## config.mk

```make
export PLATFORM = sky130hd
export DESIGN_NAME = pipe_mem_arb
export DESIGN_NICKNAME = d
export VERILOG_FILES = /design/src/rtl/pipe_mem_arb.sv
export SDC_FILE = /design/constraint.sdc
export NUM_CORES = 1
export LEC_CHECK = 0
export ABC_AREA = 1
export BUFFER_PORTS_ARGS = -buffer_cell sky130_fd_sc_hd__buf_2
export CAP_MARGIN = 40
export CORE_ASPECT_RATIO = 0.75
export CORE_MARGIN = 4
export CORE_UTILIZATION = 42
export DETAILED_ROUTE_END_ITERATION = 8
export PLACE_DENSITY = 0.72
export REMOVE_ABC_BUFFERS = 1
export SYNTH_ARGS = -nofsm -noshare
export SYNTH_HDL_FRONTEND = slang
export SYNTH_SLANG_ARGS = --single-unit
export TNS_END_PERCENT = 10
```

## constraint.sdc

```tcl
create_clock -name clock -period 1.66 [get_ports clock]
set_clock_uncertainty 0.2 [all_clocks]
set_input_delay 0.332 -clock clock [delete_from_list [all_inputs] [get_ports clock]]
set_output_delay 0.332 -clock clock [all_outputs]
set_load 0.02 [all_outputs]
```

## src/rtl/pipe_mem_arb.sv

```systemverilog
// pipe_mem_arb: shares one single-port memory between the IF fetch port and the
// MEM load/store port. Each access is a registered req/ready handshake guarded by
// a watchdog. stall feeds the control unit's PC/IR write-enable.
// Optional macro PIPE_MEM_ARB_RR_EN: round-robin arbitration on a simultaneous
// request (default build: fixed data-over-fetch priority, no pointer).
module pipe_mem_arb #(
    parameter int AW  = 32,
    parameter int DW  = 32,
    parameter int TMO = 255
) (
    input  logic          clock,
    input  logic          resetn,
    input  logic          i_req,
    input  logic [AW-1:0] i_addr,
    output logic          i_ack,
    output logic [DW-1:0] i_rdata,
    input  logic          d_req,
    input  logic          d_we,
    input  logic [AW-1:0] d_addr,
    input  logic [DW-1:0] d_wdata,
    output logic          d_ack,
    output logic [DW-1:0] d_rdata,
    output logic          m_req,
    output logic          m_we,
    output logic [AW-1:0] m_addr,
    output logic [DW-1:0] m_wdata,
    input  logic [DW-1:0] m_rdata,
    input  logic          m_ready,
    output logic          bus_err,
    output logic          stall
);
    typedef enum logic [1:0] {IDLE = 2'd0, IBUSY = 2'd1, DBUSY = 2'd2} state_t;

    state_t     state_q, state_d;
    logic [7:0] wdog;
    logic       i_elig, d_elig, grant_i, grant_d;
    logic       busy, tmo_hit, fin_ok, fin_to, fin;
    logic       ack_i_nxt, ack_d_nxt, ld_i, ld_d;

    // A requester in its ack cycle is not eligible, which blocks an immediate re-grant.
    assign i_elig  = i_req & ~i_ack;
    assign d_elig  = d_req & ~d_ack;
    assign stall   = i_elig | d_elig;
    assign tmo_hit = (wdog == 8'(TMO - 1));

`ifdef PIPE_MEM_ARB_RR_EN
    logic rr_last_d;

    // On a tie, the requester that was not granted last time wins.
    always_comb begin
        grant_d = d_elig & (~i_elig | ~rr_last_d);
        grant_i = i_elig & ~grant_d;
    end

    // Track the last granted requester (1 = data).
    always_ff @(posedge clock or negedge resetn) begin
        if (!resetn)   rr_last_d <= 1'b1;
        else if (ld_d) rr_last_d <= 1'b1;
        else if (ld_i) rr_last_d <= 1'b0;
    end
`else
    // Fixed priority: the MEM-stage access belongs to the older instruction.
    always_comb begin
        grant_d = d_elig;
        grant_i = i_elig & ~d_elig;
    end
`endif

    // State register.
    always_ff @(posedge clock or negedge resetn) begin
        if (!resetn) state_q <= IDLE;
        else         state_q <= state_d;
    end

    // Next-state: arbitrate only in IDLE, leave BUSY on ready or watchdog expiry.
    always_comb begin
        state_d = state_q;
        case (state_q)
            IDLE: begin
                if (grant_d)      state_d = DBUSY;
                else if (grant_i) state_d = IBUSY;
            end
            IBUSY, DBUSY: if (fin) state_d = IDLE;
            default: state_d = IDLE;
        endcase
    end

    // Output decode: completion/timeout strobes and req-qualified acks.
    always_comb begin
        busy      = (state_q != IDLE);
        fin_ok    = busy & m_ready;
        fin_to    = busy & ~m_ready & tmo_hit;
        fin       = fin_ok | fin_to;
        ld_d      = (state_q == IDLE) & grant_d;
        ld_i      = (state_q == IDLE) & grant_i;
        ack_i_nxt = (state_q == IBUSY) & fin & i_req;
        ack_d_nxt = (state_q == DBUSY) & fin & d_req;
    end

    // Memory-side request registers, response capture, acks and watchdog.
    always_ff @(posedge clock or negedge resetn) begin
        if (!resetn) begin
            m_req   <= 1'b0;
            m_we    <= 1'b0;
            m_addr  <= '0;
            m_wdata <= '0;
            i_ack   <= 1'b0;
            d_ack   <= 1'b0;
            i_rdata <= '0;
            d_rdata <= '0;
            bus_err <= 1'b0;
            wdog    <= '0;
        end else begin
            i_ack   <= ack_i_nxt;
            d_ack   <= ack_d_nxt;
            bus_err <= fin_to & (ack_i_nxt | ack_d_nxt);
            if (ld_d) begin
                m_req   <= 1'b1;
                m_we    <= d_we;
                m_addr  <= d_addr;
                m_wdata <= d_wdata;
            end else if (ld_i) begin
                m_req  <= 1'b1;
                m_we   <= 1'b0;
                m_addr <= i_addr;
            end else if (fin) begin
                m_req <= 1'b0;
                m_we  <= 1'b0;
            end
            // Timed-out accesses return zero data.
            if (fin && state_q == IBUSY) i_rdata <= fin_ok ? m_rdata : '0;
            if (fin && state_q == DBUSY) d_rdata <= fin_ok ? m_rdata : '0;
            if (!busy || fin) wdog <= '0;
            else              wdog <= wdog + 8'd1;
        end
    end
endmodule

```

==> flow_metrics.env <==
export IMPL_top_library_cells_by_usage_in_the_layout_fill_and_taps_aside="265 x buf_2, 219 x nand2_1, 143 x dfrtp_1, 96 x dlygate4sd3_1, 82 x o21ai_1"
export IMPL_drv_max_cap_violation_count=0
export IMPL_global_route_wire_length_before_repair_um=30650
export IMPL_timing_worst_slew_pin_value_ps=368.3
export IMPL_worst_supply_voltage_drop_on_vdd_uv=1088
export IMPL_setup_repair_after_global_routing_missed_its_margin="true"
export IMPL_postSynthAreaPerCell_um2=9.170
export IMPL_antenna_found_initial=0
export IMPL_layout_drive_gt1_share_pct=38.57
export IMPL_period_share_pct=104.9
export IMPL_tritoncts="yes"
export IMPL_gp_weighted_congestion=0.8108
export IMPL_clk_pin_slew_worst_paths_ps=60
export IMPL_areaGrowthSynthToFinish_pct=63.13
export IMPL_synth_top_area_share_pct=61.16
export IMPL_summed_instance_area_of_the_synthesized_netlist_um2=5851
export IMPL_hold_worst_slack_ps=13.96
export IMPL_cp_cell_sequence="inv_1, ha_4, inv_1, nand2_4, nand2_8, buf_12, nand2_4, nand2_1, o21ai_1"
export IMPL_root_buffer="clkbuf_16"
export IMPL_cp_start_kind="flop"
export IMPL_nNetsFinal=1176
export IMPL_critical_path_slowest_cell="dfrtp_1"
export IMPL_grt_max_degree=34
export IMPL_detailed_router_iteration_count_before_antenna_repair=4
export IMPL_placement_rows=37
export IMPL_clock_buffer_count_from_cts=17
export IMPL_place_worst_setup_slack_ps=-216.4
export IMPL_run_status="finished, violations left"
export IMPL_cp_data_required_time_ps=1790
export IMPL_reg2reg_setup_slack_ps=-80
export IMPL_hold_vio_cnt_final=0
export IMPL_placement_io_buffers=267
export IMPL_setup_slack_ps=-82.15
export IMPL_synthTopCellsByArea="dfrtp_1 61%, nand2_1 15%, o21ai_1 7.4%, o21ai_0 3.5%, nor2_1 2.7%"
export IMPL_setup_worst_path_class="flop to flop"
export IMPL_clkSinkCount=143
export IMPL_failing_checks="setup timing"
export IMPL_final_max_slew_viol_count=0
export IMPL_hold_path_class="input port to flop"
export IMPL_syn_inst=638
export IMPL_synth_top_area_cell="dfrtp_1"
export IMPL_timing_final_crit_period_ps=1742
export IMPL_design_portCount=268
export IMPL_cell_leakage_power_nw=4.941
export IMPL_fraction_of_the_yosys_area_taken_by_sequential_cells_pct=61.16
export IMPL_routed_wl_um=20430
export IMPL_end_kind="flop"
export IMPL_power_per_cell_area_nw_per_um2=1943
export IMPL_core_area_um2=13660
export IMPL_post_drt_wl_per_cell_um=16.68
export IMPL_mostFrequentLayoutCell="buf_2"
export IMPL_vias=6054
export IMPL_chipWidth_um=144.3
export IMPL_layout_filler_cells=1015
export IMPL_ys_seq_elements=143
export IMPL_dr_first_iter_drc_count=443
export IMPL_timing_slew_headroom_pct=75.45
export IMPL_grt_usage_pct=24.46
export IMPL_globalRouteOverflowTotal=0
export IMPL_clock_tree_htree_level_count=4
export IMPL_n_antenna_cell=0
export IMPL_ys_warnings_count=0
export IMPL_timing_critical_path_fanout_max=8
export IMPL_first_global_vias=6130
export IMPL_die_area_um2=15900
export IMPL_detail_route_drc_violations=0
export IMPL_timing_fmax_mhz=574.0
export IMPL_floorplan_die_height_um=110.2
export IMPL_postRouteAntennaNets=0
export IMPL_timing_final_setup_violations=46
export IMPL_initial_core_utilization_pct=42.84
export IMPL_largest_buffer_count_on_any_clock_path=2
export IMPL_post_synth_num_cell_types=26
export IMPL_post_dp_hpwl_um=12460
export IMPL_worstSkewPairLatency_ps=410
export IMPL_post_drt_via_cell_ratio=4.942
export IMPL_crit_path_max_incr_delay_ps=380
export IMPL_worstPathArrival_ps=1870
critical path, delay by kind of cell, from the launching register on:
family	cells	cell delay, ps
buffers and inverters	3	350
flip-flops	1	380
AO/OA/AOI/OAI	1	80
adder cells (fa/ha/maj)	1	190
AND/OR/NAND/NOR	4	450
layer usage:
layer  up-vias  GRT usage, %  wire length, µm
met5         -             0                0
met2       270         40.81            10170
met1      2880         31.03             8186
met3        58         5.045             1441
met4         0         10.79              633
li1       2846             -                -
report_power, final:
part           total, mW  switching [mW]  internal, mW
combinational       8.58            5.42          3.16
sequential          6.01           0.933          5.08
clock               3.95            1.65          2.30
total               18.5            8.00          10.5
final timing paths:
path | from | endpoint | cells past startpoint
max in group asynchronous | resetn | m_wdata[16] | 3
setup reg to reg | state_q[0] | i_rdata[24] | 9
hold reg to reg | m_wdata[3] | m_wdata[3] | 2
hold / removal | d_addr[0] | m_addr[0] | 3
min in group asynchronous | resetn | i_rdata[14] | 2
setup / recovery | state_q[0] | i_rdata[24] | 9
layout make-up:
| type | count | area [µm²] | share of cell area [%] |
|---|---|---|---|
| inverters | 16 | 60.06 | 0.6293 |
| multi-input cells | 446 | 2173 | 22.77 |
| repair buffers | 413 | 2899 | 30.37 |
| clock buffers | 17 | 425.4 | 4.457 |
| well taps | 175 | 219.0 | 2.294 |
| clock inverters | 15 | 188.9 | 1.980 |
| flip-flops and latches | 143 | 3578 | 37.49 |
cell families (layout without fill, tap and decap cells):
kind of cell | after synthesis | count (layout) | share of synthesized area, %
simple gates | 302 | 304 | 21.02
xor+xnor | 3 | 3 | 0.4492
buf+inv | 51 | 461 | 4.555
compound gates | 134 | 134 | 11.74
flops | 143 | 143 | 61.16
fa+ha+maj | 5 | 5 | 1.069
metrics by stage:
stage	instance area, µm²	util, %	power (mW)	instances	TNS, ps
after floorplan	5644	-	10.31	603	-110990
after global routing	9544	69.89	19.62	1225	-10850
after CTS	9351	68.47	18.22	1219	-290.3
after global placement	7696	56.35	13.73	1088	-3075
final	9544	69.89	18.55	1225	-1397
after detailed placement	7696	56.35	13.91	1088	-8064
sequential cells by signal, indices dropped and copies added (netlist names):
name	cells
state_q	2
i_rdata	32
m_we	1
m_req	1
d_ack	1
m_addr	32
i_ack	1
m_wdata	32
bus_err	1
wdog	8
d_rdata	32
timing repair:
action / 4_1_cts / 5_1_grt
cloned: 1 / 4
hold endpoints to repair: 254 / 1
buffers inserted: 3 / 1
resized for setup: 12 / 28
setup endpoints to repair: 84 / 136
pin swaps: 0 / 4
hold buffers: 95 / 1
synth_stat cells:
master    instances
buf_1             2
nand2_1         231
nand2_4           4
a31oi_1           1
buf_4             3
buf_8             1
o21ai_0          41
nand3_1           7
o21ai_1          86
buf_6             5
ha_1              5
buf_2            12
nor3_1            3
inv_1            13
nand2_2          12
nand3_4           1
xor2_1            1
nor2_4            1
nor2_1           42
o21ai_2           4
xnor2_1           2
inv_2             3
a21oi_1           2
nor2_2            1
dfrtp_1         143
clkbuf_1         12
No activity file was read; power rests on OpenSTA's default activity.
